===== config.mk =====
export PLATFORM = sky130hd
export DESIGN_NAME = shape_frame_deserializer_flat
export DESIGN_NICKNAME = d
export VERILOG_FILES = /design/src/rtl/shape_frame_deserializer_pkg.sv /design/src/rtl/shape_frame_deserializer_if.sv /design/src/rtl/shape_frame_deserializer_sat_counter.sv /design/src/rtl/shape_frame_deserializer.sv /design/src/flat_wrapper.sv
export SDC_FILE = /design/constraint.sdc
export NUM_CORES = 1
export LEC_CHECK = 0
export CAP_MARGIN = 10
export CORE_MARGIN = 10
export CORE_UTILIZATION = 40
export DETAILED_ROUTE_END_ITERATION = 10
export DONT_BUFFER_PORTS = 1
export PLACE_DENSITY = 0.67
export REMOVE_ABC_BUFFERS = 1
export SLEW_MARGIN = 20
export SYNTH_ARGS = -nofsm -noshare
export SYNTH_HDL_FRONTEND = slang
export SYNTH_SLANG_ARGS = --single-unit

===== constraint.sdc =====
create_clock -name clk -period 1.7 [get_ports clk]
set_input_delay 0.34 -clock clk [delete_from_list [all_inputs] [get_ports clk]]
set_output_delay 0.34 -clock clk [all_outputs]
set_load 0.01 [all_outputs]

===== src/rtl/shape_frame_deserializer_pkg.sv =====
// Shared definitions for the shape stream deserializer: FSM states, header field
// positions, default frame tag and drop counter width.
package shape_stream_pkg;

  typedef enum logic [1:0] {
    ST_HDR   = 2'd0,
    ST_BODY  = 2'd1,
    ST_HOLD  = 2'd2,
    ST_DRAIN = 2'd3
  } state_t;

  localparam int TAG_MSB = 63;
  localparam int TAG_LSB = 48;
  localparam int CNT_MSB = 7;
  localparam int CNT_LSB = 0;

  localparam logic [15:0] TYPE_ID_DEFAULT = 16'h5348;
  localparam int DROP_CNT_W = 16;

  // True when a header carries the expected tag and element count.
  function automatic logic header_matches(input logic [15:0] tag_field,
                                          input logic [7:0]  cnt_field,
                                          input logic [15:0] type_id,
                                          input logic [7:0]  array_len);
    return (tag_field == type_id) && (cnt_field == array_len);
  endfunction

endpackage


===== src/rtl/shape_frame_deserializer_if.sv =====
// Word stream in, shape record out. The master side feeds words and accepts records;
// the slave side is the deserializer.
interface shape_frame_deserializer_if #(
  parameter int WORD_W    = 64,
  parameter int ELEM_W    = 39,
  parameter int ARRAY_LEN = 4
);
  logic                        in_valid;
  logic                        in_ready;
  logic [WORD_W-1:0]           in_data;
  logic                        in_last;
  logic                        out_valid;
  logic                        out_ready;
  logic [ARRAY_LEN*ELEM_W-1:0] out_array;

  modport master (
    output in_valid, in_data, in_last, out_ready,
    input  in_ready, out_valid, out_array
  );

  modport slave (
    input  in_valid, in_data, in_last, out_ready,
    output in_ready, out_valid, out_array
  );
endinterface


===== src/rtl/shape_frame_deserializer_sat_counter.sv =====
// Saturating up-counter: advances by one on each inc pulse and sticks at all-ones.
module sat_counter #(
  parameter int W = 16
) (
  input  logic         clk,
  input  logic         rst,
  input  logic         inc,
  output logic [W-1:0] count
);

  logic [W-1:0] count_reg;

  always_ff @(posedge clk) begin
    if (rst) begin
      count_reg <= '0;
    end else if (inc && (count_reg != {W{1'b1}})) begin
      count_reg <= count_reg + 1'b1;
    end
  end

  assign count = count_reg;

endmodule


===== src/rtl/shape_frame_deserializer.sv =====
// Checks frame headers on a 64-bit word stream and packs the body words of a
// well-formed frame into one shape record; malformed frames are discarded and counted.
module shape_frame_deserializer
  import shape_stream_pkg::*;
#(
  parameter int          WORD_W    = 64,
  parameter int          ELEM_W    = 39,
  parameter int          ARRAY_LEN = 4,
  parameter logic [15:0] TYPE_ID   = TYPE_ID_DEFAULT
) (
  input  logic                   clk,
  input  logic                   rst,
  shape_frame_deserializer_if.slave io,
  output logic [DROP_CNT_W-1:0]  drop_count
);

  localparam logic [7:0] LEN_FIELD = 8'(ARRAY_LEN);
  localparam logic [7:0] LAST_IDX  = 8'(ARRAY_LEN - 1);

  state_t     state_reg;
  logic [7:0] idx_reg;
  logic       in_ready_reg;
  logic       out_valid_reg;

  logic accept;
  logic hdr_good;
  logic idx_at_end;
  logic body_wr;
  logic drop_inc;

  assign accept     = io.in_valid && in_ready_reg;
  assign hdr_good   = header_matches(io.in_data[TAG_MSB:TAG_LSB],
                                     io.in_data[CNT_MSB:CNT_LSB],
                                     TYPE_ID, LEN_FIELD);
  assign idx_at_end = (idx_reg == LAST_IDX);
  assign body_wr    = accept && (state_reg == ST_BODY);

  // A frame is counted as dropped on the beat that ends it, never on reset.
  always_comb begin
    drop_inc = 1'b0;
    case (state_reg)
      ST_HDR:   drop_inc = accept && io.in_last;
      ST_BODY:  drop_inc = accept && io.in_last && !idx_at_end;
      ST_DRAIN: drop_inc = accept && io.in_last;
      default:  drop_inc = 1'b0;
    endcase
  end

  always_ff @(posedge clk) begin
    if (rst) begin
      state_reg     <= ST_HDR;
      idx_reg       <= 8'd0;
      in_ready_reg  <= 1'b1;
      out_valid_reg <= 1'b0;
    end else begin
      case (state_reg)
        ST_HDR: begin
          if (accept) begin
            if (hdr_good && !io.in_last) begin
              state_reg <= ST_BODY;
              idx_reg   <= 8'd0;
            end else if (!io.in_last) begin
              state_reg <= ST_DRAIN;
            end
          end
        end
        ST_BODY: begin
          if (accept) begin
            idx_reg <= idx_reg + 8'd1;
            if (io.in_last) begin
              if (idx_at_end) begin
                state_reg     <= ST_HOLD;
                in_ready_reg  <= 1'b0;
                out_valid_reg <= 1'b1;
              end else begin
                state_reg <= ST_HDR;
                idx_reg   <= 8'd0;
              end
            end else if (idx_at_end) begin
              state_reg <= ST_DRAIN;
              idx_reg   <= 8'd0;
            end
          end
        end
        ST_HOLD: begin
          if (io.out_ready) begin
            state_reg     <= ST_HDR;
            in_ready_reg  <= 1'b1;
            out_valid_reg <= 1'b0;
          end
        end
        ST_DRAIN: begin
          if (accept && io.in_last) begin
            state_reg <= ST_HDR;
          end
        end
        default: begin
          state_reg     <= ST_HDR;
          idx_reg       <= 8'd0;
          in_ready_reg  <= 1'b1;
          out_valid_reg <= 1'b0;
        end
      endcase
    end
  end

  // One register per element; only the slot selected by idx takes a body word.
  genvar gi;
  generate
    for (gi = 0; gi < ARRAY_LEN; gi++) begin : g_elem
      logic [ELEM_W-1:0] elem_reg;

      always_ff @(posedge clk) begin
        if (rst) begin
          elem_reg <= '0;
        end else if (body_wr && (idx_reg == 8'(gi))) begin
          elem_reg <= io.in_data[ELEM_W-1:0];
        end
      end

      assign io.out_array[gi*ELEM_W +: ELEM_W] = elem_reg;
    end
  endgenerate

  assign io.in_ready  = in_ready_reg;
  assign io.out_valid = out_valid_reg;

  sat_counter #(
    .W (DROP_CNT_W)
  ) u_drop_cnt (
    .clk   (clk),
    .rst   (rst),
    .inc   (drop_inc),
    .count (drop_count)
  );

endmodule


===== src/flat_wrapper.sv =====
// flat-port wrapper written by rule: the top's interface ports become plain ports
module shape_frame_deserializer_flat import shape_stream_pkg::*;
#(
  parameter int          WORD_W    = 64,
  parameter int          ELEM_W    = 39,
  parameter int          ARRAY_LEN = 4,
  parameter logic [15:0] TYPE_ID   = TYPE_ID_DEFAULT
)
  (clk, rst, drop_count, io_in_valid, io_in_data, io_in_last, io_out_ready, io_in_ready, io_out_valid, io_out_array);
  shape_frame_deserializer_if #(.WORD_W(WORD_W), .ELEM_W(ELEM_W), .ARRAY_LEN(ARRAY_LEN)) io_i ();
  input  logic clk;
  input  logic rst;
  output logic [DROP_CNT_W-1:0] drop_count;
  input wire logic [$bits(io_i.in_valid)-1:0] io_in_valid;
  input wire logic [$bits(io_i.in_data)-1:0] io_in_data;
  input wire logic [$bits(io_i.in_last)-1:0] io_in_last;
  input wire logic [$bits(io_i.out_ready)-1:0] io_out_ready;
  output wire logic [$bits(io_i.in_ready)-1:0] io_in_ready;
  output wire logic [$bits(io_i.out_valid)-1:0] io_out_valid;
  output wire logic [$bits(io_i.out_array)-1:0] io_out_array;
  assign io_i.in_valid = io_in_valid;
  assign io_i.in_data = io_in_data;
  assign io_i.in_last = io_in_last;
  assign io_i.out_ready = io_out_ready;
  assign io_in_ready = io_i.in_ready;
  assign io_out_valid = io_i.out_valid;
  assign io_out_array = io_i.out_array;
  shape_frame_deserializer #(.WORD_W(WORD_W), .ELEM_W(ELEM_W), .ARRAY_LEN(ARRAY_LEN), .TYPE_ID(TYPE_ID)) u_core (.clk(clk), .rst(rst), .io(io_i), .drop_count(drop_count));
endmodule

# Yosys cells after proc, flatten, opt, wreduce, memory -nomap -nowiden
# Cells that the tools add are included.
# op_classes
addsub	2
eq_ne	18
n_mux	28
reduce_logical	21
# ops
cell	n
$mux 8	6
$mux 2	9
$add 16x1->16 const B	1
$eq 16x15->1 const B	1
$eq 8x2->1 const B	2
$ne 16x16->1 const B	1
$pmux 8 s2	1
$logic_and 1x1->1	11
$ne 2x1->1 const B	5
$add 8x1->8 const B	1
$eq 8x1->1 const B	1
$eq 8x3->1 const B	1
$logic_not 8->1	1
$mux 1	8
$pmux 2 s4	1
$ne 3x2->1 const B	2
$pmux 1 s2	3
$reduce_and 6->1	1
$reduce_and 5->1	1
$eq 2x2->1 const B	2
$ne 2x2->1 const B	2
$reduce_and 4->1	1
$reduce_bool 2->1	2
$eq 2x1->1 const B	1
other kinds (3)	4
# word_totals
ff_bits	184
input_bits	69
elab_cells	78

# Longest topological paths before layout
# Gate-level depths: netlist of the first run.
# logic_depth
ltp_word	6
depth_mapped	10

# Cells and area by module
# Synthesis of the first run repeated with hierarchy kept, for this count alone.
# unflattened
cells_unflattened	895
area_unflattened_um2	7179.4
# modules_own_cells
module	instances	cells_each	area_each_um2
shape_frame_deserializer	1	796	6331.1
sat_counter	1	99	848.3

# Least setup slack after synthesis of the first run
# OpenSTA, ideal clock, no wires.
# synth_path
kind	reg-to-reg
startpoint	reg u_core.state_reg[1]
endpoint	reg u_core.u_drop_cnt.count_reg[13], in the netlist u_core.u_drop_cnt.count[13]
arrival_time_ns	1.850
required_ns	1.630
setup_slack_ns	-0.220
path_stages_with_launch	9
n_path_buf	1
period_less_slack_ns	1.920
cell_sequence	dfxtp_1 inv_1 ha_1 buf_2 inv_2 a211oi_4 nand4_2 or4_1 a21oi_1
# synth_via
elab_chain_cells	4
word_cells_on_any_way	6
# synth_lines
item	line	source
start: declaration	shape_frame_deserializer.sv:20	state_t state_reg;
start signal: assignment	shape_frame_deserializer.sv:51	state_reg <= ST_HDR;
start signal: assignment	shape_frame_deserializer.sv:60	state_reg <= ST_BODY;
start signal: assignment	shape_frame_deserializer.sv:63	state_reg <= ST_DRAIN;
$eq 2x2->1 or $logic_not 2->1 (tied branches)	shape_frame_deserializer.sv:41	case (state_reg)
$reduce_or 2->1 (no source line)	-	
$pmux 1 s2 (*)	shape_frame_deserializer.sv:41	
$logic_and 1x1->1 (*)	shape_frame_deserializer_sat_counter.sv:16	end else if (inc && (count_reg != {W{1'b1}})) begin
end signal: assignment	shape_frame_deserializer_sat_counter.sv:17	count_reg <= count_reg + 1'b1;
end: declaration	shape_frame_deserializer_sat_counter.sv:11	logic [W-1:0] count_reg;
# Mark *: on every way between the ends. The rest lies on a longest branch, timed or not.
# A chain may end at the register's enable or synchronous reset.

# Worst setup path after layout of the first run
# layout_path
startpoint	reg u_core.state_reg[0]
endpoint	reg u_core.u_drop_cnt.count_reg[8], in the netlist u_core.u_drop_cnt.count[8]
# The elaborated chain is that of the path after synthesis.

==> results of run 1 <==
==> worst max-delay path by stage <==
stage / slack, ns / to
final: -0.22 / u_core.u_drop_cnt.count[8]
after global routing: -0.27 / u_core.u_drop_cnt.count[8]
after CTS: -0.22 / u_core.u_drop_cnt.count[8]
after detailed placement: -0.30 / u_core.u_drop_cnt.count[13]
after global placement: -0.26 / u_core.u_drop_cnt.count[8]
after floorplan: -0.55 / u_core.g_elem[0].elem_reg[0]
==> metrics by stage <==
stage | setup slack, ns | area, um2 | util (%) | cells
floorplan | -0.552 | 6850 | - | 831
global placement | -0.258 | 7810 | 44.8 | 1121
detailed placement | -0.295 | 7810 | 44.8 | 1121
CTS | -0.221 | 8710 | 50.0 | 1164
global route | -0.270 | 8870 | 50.9 | 1166
finish | -0.220 | 8870 | 50.9 | 1166
==> worst max-delay path: stages (launching register included) <==
cell and delay, ns:
dfxtp_2 0.34, buf_6 0.11, ha_4 0.14, inv_2 0.05, a211oi_4 0.31, buf_6 0.18, nand2_8 0.07, or4b_4 0.52
a21oi_2 0.14
==> timing repair <==
item | 4_1_cts | 5_1_grt
resized for setup | 53 | 37
pin swaps | 20 | 10
endpoints found under the setup margin | 184 | 184
hold endpoints to repair | 32 | 30
buffers inserted | 11 | 2
gates cloned | 1 | 0
==> power groups by stage <==
| stage | logic [W] | clock network, W | registers (W) |
|---|---|---|---|
| 3_3_place_gp | 0.00124 | 0 | 0.00472 |
| 6_report | 0.00162 | 0.00393 | 0.00463 |
| 2_1_floorplan | 0.000703 | 0 | 0.00469 |
| 4_1_cts | 0.00152 | 0.00400 | 0.00463 |
| 5_1_grt | 0.00175 | 0.00416 | 0.00465 |
| 3_5_place_dp | 0.00126 | 0 | 0.00472 |
==> per-layer routing <==
layer	vias to the layer above	global-route usage, %	wire (um)	part of all wire, %
met5	-	0	0	0
met4	0	4.68	300	1.3
met3	21	9.68	2840	13
met2	228	28.2	10600	47
met1	2995	21.5	9000	40
li1	3062	-	-	-
==> Yosys cell counts, drive strengths merged, types with 2 or more instances <==
cell,n,area [um2]
nor3,4,25.0
or3,11,68.8
mux2,3,33.8
nand2,326,1230
or4b,2,20.0
nand4,5,37.5
o32ai,6,52.6
a21oi,180,901
and3,3,18.8
o31ai,9,67.6
buf,26,173
nor2,8,30.0
o21ai,4,20.0
nor4,3,31.3
and4,2,17.5
dfxtp,184,3680
ha,10,125
nor4b,2,32.5
nor2b,2,12.5
nor3b,2,15.0
clkbuf,34,128
a2bb2oi,2,17.5
and2,3,18.8
o41ai,3,26.3
inv,15,56.3
or4,10,75.1
nand3,15,80.1
or2,2,12.5
a211oi,2,27.5
==> cell families (layout without fill, tap and decap cells) <==
group	after synthesis	count (layout)	share of synthesized area [%]
adder cells (fa/ha/maj)	10	10	1.75
buffers and inverters	75	124	4.99
multiplexers	4	4	0.665
AND/OR/NAND/NOR	405	406	24.7
AO/OA/AOI/OAI	213	213	16.4
flip-flops	184	184	51.5
==> layout by cell type (no fill, tap or decap), types with 9 or more instances in the layout <==
cell	Yosys	routed
nand2_1	325	321
dfxtp_1	184	178
a21oi_1	180	150
buf_4	7	56
a21oi_2	0	30
clkbuf_16	0	17
buf_12	0	14
inv_1	14	12
nand3_1	14	12
o31ai_1	9	9
==> cell type report <==
class | count | area [um2]
fill | 1641 | 8540
sequential | 184 | 3690
multi-input combinational | 633 | 3470
timing repair buffer | 78 | 791
clock buffer | 17 | 425
tap | 225 | 282
clock inverter | 14 | 158
inverter | 15 | 58.8
==> results.toml, run 1 <==
[run_status]
status = "finished, violations left"
violations = "negative hold slack, negative setup slack"

[route]
ant_nets = 0
drt-total-wl_um = 22700
drc = 0
vias = 6306
first_pass_iters = 4
wire_per_inst_um = 19.5
drt_iter0_drc = 340
vias_per_cell = 5.41

[power_and_ir_drop]
powerDensity_nw_per_um2 = 1150
power_frac_seq_pct = 45.5
p_leak_nw = 2.94
swShare_pct = 28.2
power_w = 0.0102
combPwrFrac_pct = 15.9
p_sw_w = 0.00287
peakVddDrop_mv = 0.663
p_int_w = 0.00731
power.share.clock_pct = 38.6

[logic_synthesis]
ys_ff_latch = 184
synth_edf_count = 0
yosysSeqAreaShare_pct = 51.5
syn_area_per_cell_um2 = 8.02
synthFlopType = "dfxtp_1"
synthArstFlopShare_pct = 0
syn_area_um2 = 7150
synth_cell_type_count = 54
synth_cells = 891
ys.warnings.count = 0

[placement]
post-dp-hpwl_um = 15300
port_buffers = 0
gp_congestion = 0.823

[timing]
fmax_ghz = 0.521
rsz0062_at_grt = "true"
slew_headroom_pct = 69.9
hold_slack_ns = -0.0186
setup_ws_ns = -0.220
skew_ns = 0.00891
period_needed_ns = 1.92
worst_slew_pin_slew_ns = 0.448
drv_slew = 0
min_period_over_period_pct = 113
setup_tns_ns = -18.11
finalSetupViolCount = 183
hold_violations = 6

[worst_setup_path]
worstSetupEndpointType = "flip-flop"
startpoint_type = "flip-flop"
path_class = "reg2reg"
r2r_start = "u_core.state_reg[0]"
required_ns = 2.06
r2r_slack_ns = -0.22
rr_worst_depth = 8
path_max_fanout = 8
worstPathArrival_ns = 2.28
crit_start = "u_core.state_reg[0]"
timing.rr.end = "u_core.u_drop_cnt.count[8]"

[cts]
root_buffer = "clkbuf_16"
path_clk_slew_ns = 0.07
cts-htree-levels = 4
cts_buffers = 17
clkLatencyLatePin_ns = 0.42
cts_tree = "yes"
clk_path_buf_depth = 2
cts.sinks = 184

[layout]
largest_reg_flops = 156
layout.nets = 1008
area_growth_pct = 24.1
drive_gt1_share_pct = 20.7
n_antenna_cell = 0

[global_routing]
gr-total-overflow = 0
grt_start_max_net_pins = 192
grt_pass1_vias = 5830
grtUsageTotal_pct = 18.2
grt_pass1_wl_um = 34700
antenna_found_initial = 0

[job]
maxCapViolations = 0

[floorplan]
dieArea_um2 = 23600
rows = 48
start_util_pct = 41.0
ios = 243
die_width_um = 154
die_height_um = 154
fp.coreArea_um2 = 17400

[hold_path]
hold_start = "rst"
hold_path_end = "u_core.u_drop_cnt.count[8]"
hold_depth = 1
hp-class = "in2reg"
(Power assumes the default switching activity.)
==> inputs of run 2 (changes only) <==
DONT_BUFFER_PORTS = default   (was 1)
PLACE_DENSITY = 0.75   (was 0.67)
==> run 2 against run 1 <==
The run ends with negative setup slack left. Count of clock-buffer cells in the layout rose by 2. Register-to-register slack worse by 0.11 ns. Sequential share of layout area decreased by 15 points. Sequential cell count unchanged. Routed wire length increased by 49%. Global-route usage up 1.9 points. Cell count up 23%. Critical endpoint is now u_core.idx_reg[4]. Largest power group unchanged.
==> results.toml, run 2 (synthesis results as in run 1) <==
[timing]
worst_slew_pin_slew_ns = 0.534
min_period_over_period_pct = 119
setup_ws_ns = -0.327
rsz0062_at_grt = "true"
slew_headroom_pct = 64.3
fmax_ghz = 0.493
finalSetupViolCount = 195
skew_ns = 0.0135
hold_violations = 0
drv_slew = 0
period_needed_ns = 2.03

[hold_path]
hold_start = "io_in_data[4]"
hp-class = "in2reg"

[cts]
hold_buffers = 0
cts-htree-levels = 4
cts.sinks = 184
cts_buffers = 17
root_buffer = "clkbuf_16"
cts_tree = "yes"
clkLatencyLatePin_ns = 0.44
path_clk_slew_ns = 0.07
clk_path_buf_depth = 2

[placement]
port_buffers = 233
dp.cells = 1363
post-dp-hpwl_um = 17200
gp_congestion = 0.854

[layout]
layout_common_cells = "174 x dfxtp_1, 150 x a21oi_2, 146 x nand2_4, 145 x nand2_1, 128 x clkdlybuf4s50_1"
n_antenna_cell = 0
final_cells = 1437
drive_gt1_share_pct = 43.8
area_growth_pct = 94.2
num-fill-cells = 963
largest_reg_flops = 156
layout.nets = 1279
final_common_cell = "dfxtp_1"

[worst_setup_path]
rr_worst_depth = 8
path_max_fanout = 5
path_class = "reg2reg"
timing.rr.end = "u_core.idx_reg[4]"
path_cells = "nor4_4 > buf_4 > buf_6 > and3_4 > mux2i_4 > buf_6 > a21oi_1 > o32ai_1"
path_delay_family = "simple AND/OR/NAND/NOR gates"
crit_slowest_cell = "dfxtp_1"
r2r_start = "u_core.idx_reg[4]"
crit_buf_inv = 3
r2r_slack_ns = -0.33
worstSetupEndpointType = "flip-flop"
crit_top_cell = "buf_6"
startpoint_type = "flip-flop"
required_ns = 2.03
max_stage_delay_ns = 0.36
worstPathArrival_ns = 2.36
crit_start = "u_core.idx_reg[4]"
cp.depth = 8
crit_path_end = "u_core.idx_reg[4]"

[global_routing]
antenna_found_initial = 0
grt_start_max_net_pins = 53
grt_pass1_wl_um = 39000
grt_pass1_vias = 7043
gr-total-overflow = 0
grtUsageTotal_pct = 20.0

[floorplan]
die_width_um = 154
start_util_pct = 41.0
fp.coreArea_um2 = 17400
die_height_um = 154
rows = 48
ios = 243
dieArea_um2 = 23600

[route]
drt_iter0_drc = 599
vias = 8120
wire_per_inst_um = 23.6
drc = 0
vias_per_cell = 5.65
drt-total-wl_um = 33900
ant_nets = 0
first_pass_iters = 6

[run_status]
status = "finished, violations left"
violations = "negative setup slack"

[power_and_ir_drop]
peakVddDrop_mv = 0.724
powerDensity_nw_per_um2 = 863
p_leak_nw = 7.20
power_w = 0.0120

[job]
maxCapViolations = 0
==> run 2: metrics by stage <==
stage | setup TNS, ns | utilization (%) | cell area [um2] | setup WS (ns) | hold slack (ns)
after global placement | -70.71 | 58.5 | 10200 | -0.585 | 0.437
final | -37.71 | 79.7 | 13900 | -0.327 | 0.342
after CTS | -24.51 | 63.5 | 11100 | -0.213 | 0.328
after global routing | -51.90 | 79.7 | 13900 | -0.397 | 0.366
after detailed placement | -78.53 | 58.5 | 10200 | -0.630 | 0.442
after floorplan | -78.98 | - | 6850 | -0.552 | 0.409
==> run 2: layout make-up <==
cell class	count	area (um2)	share of cell area, %
Sequential cell	184	3700	26.6
Inverter	15	61.3	0.442
Tap cell	225	282	2.03
Timing Repair Buffer	349	4080	29.4
Multi-Input combinational cell	633	5110	36.8
Clock buffer	19	443	3.19
Clock inverter	12	213	1.53
==> run 2: worst min-delay path by stage <==
stage	slack, ns	endpoint	cells past startpoint
after CTS	0.33	u_core.io.out_valid	2
final	0.34	u_core.g_elem[1].elem_reg[4]	3
after global placement	0.44	u_core.g_elem[1].elem_reg[37]	2
after floorplan	0.41	u_core.g_elem[0].elem_reg[0]	1
after global routing	0.37	u_core.g_elem[1].elem_reg[4]	3
after detailed placement	0.44	u_core.g_elem[2].elem_reg[13]	2
==> run 2: worst min-delay path, stage by stage <==
cell and delay (ns):
dlymetal6s2s_1 0.24, nand2_2 0.09, a21oi_1 0.05
==> run 2: power by group <==
part / internal, W / switching (W)
logic: 0.00131 / 0.00157
registers: 0.00446 / 0.0000947
clock network: 0.00268 / 0.00186
==> run 2: layer usage <==
| layer | global-route usage [%] | share of wire [%] | up-vias |
|---|---|---|---|
| li1 | - | - | 3615 |
| met4 | 5.08 | 3.0 | 0 |
| met2 | 33.7 | 51 | 430 |
| met3 | 6.03 | 8.0 | 87 |
| met1 | 24.4 | 38 | 3988 |
| met5 | 0 | 0 | - |
==> run 2: repair_timing <==
action	CTS	global route
cloned	1	25
endpoints found under the setup margin	219	286
pin swaps	18	269
gates resized for setup	34	631
buffers inserted	9	8
==> inputs of run 3 (changes only) <==
CTS_BUF_LIST = sky130_fd_sc_hd__clkbuf_4   (was default)
==> run 3 against run 2 <==
The flow still finishes with violations (negative setup slack). Cell count rose by 0.63%. Critical path depth unchanged. Sequential cell count is the same. Die area did not move. Via count down 2.5%. Sequential share of layout area grew 3.3 points. Sequential power hardly changed. Routed wire length shrank 9.8%.
==> results.toml, run 3 (synthesis results as in run 1) <==
[run_status]
status = "finished, violations left"
violations = "negative setup slack"

[worst_setup_path]
required_ns = 2.20
worstPathArrival_ns = 2.49
path_max_fanout = 6
crit_top_cell = "buf_4"
path_delay_family = "simple AND/OR/NAND/NOR gates"
crit_slowest_cell = "dfxtp_2"
rr_worst_depth = 8
cp.depth = 8
path_cells = "nor4_4 > buf_4 > nor4b_4 > buf_4 > and2_4 > buf_6 > nand2_1 > a21oi_1"
crit_buf_inv = 3
max_stage_delay_ns = 0.37
path_class = "reg2reg"
startpoint_type = "flip-flop"
worstSetupEndpointType = "flip-flop"

[timing]
rsz0062_at_grt = "true"
hold_violations = 0
worst_slew_pin_slew_ns = 0.553
finalSetupViolCount = 184
slew_headroom_pct = 63.1
fmax_ghz = 0.503
setup_ws_ns = -0.288
skew_ns = 0.0256
drv_slew = 0
min_period_over_period_pct = 117
period_needed_ns = 1.99

[layout]
n_antenna_cell = 0
largest_reg_flops = 156
final_common_cell = "nand2_1"
drive_gt1_share_pct = 35.1
area_growth_pct = 74.1
num-fill-cells = 1277
fin_util_pct = 71.5
layout_common_cells = "232 x nand2_1, 161 x dfxtp_1, 160 x dlygate4sd2_1, 95 x a21oi_1, 84 x a21oi_2"
layout.nets = 1288

[floorplan]
die_height_um = 154
rows = 48
ios = 243
start_util_pct = 41.0
die_width_um = 154
fp.coreArea_um2 = 17400
dieArea_um2 = 23600

[placement]
gp_congestion = 0.854
post-dp-hpwl_um = 17200
port_buffers = 233
place_ws_ns = -0.630

[power_and_ir_drop]
power_w = 0.0102
powerDensity_nw_per_um2 = 818
peakVddDrop_mv = 0.851
p_leak_nw = 5.14

[cts]
clkLatencyLatePin_ns = 0.57
cts-htree-levels = 4
root_buffer = "clkbuf_4"
cts_tree = "yes"
clk_path_buf_depth = 2
cts_buffers = 17
path_clk_slew_ns = 0.16
hold_buffers = 0
cts.sinks = 184

[route]
drc = 0
wl_met1_um = 12000
ant_nets = 0
met2_length_um = 15400
vias_per_cell = 5.47
met3WireLength_um = 2560
wire_per_inst_um = 21.1
vias = 7914
drt_iter0_drc = 567
first_pass_iters = 5
highest_layer = "met4"
drt-total-wl_um = 30600

[global_routing]
grtUsageTotal_pct = 22.5
gr-total-overflow = 0
grt_pass1_wl_um = 42600
antenna_found_initial = 0
grt_start_max_net_pins = 53
grt_pass1_vias = 7402

[hold_path]
hp-class = "in2reg"
hold_depth = 2

[job]
maxCapViolations = 0
[run 3: where the power goes]
group          total [W]  switching [W]  internal, W
Combinational    0.00267        0.00143      0.00124
Clock            0.00297        0.00162      0.00135
Sequential       0.00455      0.0000874      0.00446
Total             0.0102        0.00313      0.00705
[run 3: area by class of cell]
class                   count  area [um2]  area share [%]
clock inverters            13         216            1.74
clock buffers              18         135            1.09
flip-flops and latches    184        3720            29.9
well taps                 225         282            2.26
multi-input cells         633        4290            34.4
repair buffers            358        3750            30.1
inverters                  15        61.3           0.493
[run 3: final timing paths]
| path | from | slack, ns | to |
|---|---|---|---|
| max | u_core.idx_reg[2] | -0.29 | u_core.g_elem[2].elem_reg[25] |
| min | rst | 0.22 | u_core.u_drop_cnt.count[13] |
| max reg2reg | u_core.idx_reg[2] | -0.29 | u_core.g_elem[2].elem_reg[25] |
| min reg2reg | u_core.g_elem[0].elem_reg[32] | 0.46 | u_core.g_elem[0].elem_reg[32] |
[run 3: layer usage]
layer  global-route usage [%]  up-vias
li1                         -     3638
met1                     27.3     3835
met2                     38.7      391
met3                     6.47       50
met4                     4.45        0
met5                        0        -
[run 3: stage by stage]
stage | instance area (um2) | std cells | setup TNS [ns] | hold slack [ns]
6_report | 12400 | 1446 | -34.38 | 0.222
5_1_grt | 12400 | 1446 | -51.27 | 0.183
4_1_cts | 11500 | 1432 | -24.43 | 0.155
3_5_place_dp | 10200 | 1363 | -78.53 | 0.442
3_3_place_gp | 10200 | 1363 | -70.71 | 0.437
2_1_floorplan | 6850 | 831 | -78.98 | 0.409
[run 3: repair_timing]
item                       CTS  global route
cloned                      19             6
gates resized for setup    343           237
pin swaps                   74           103
setup buffers               19            13
setup endpoints to repair  358           200
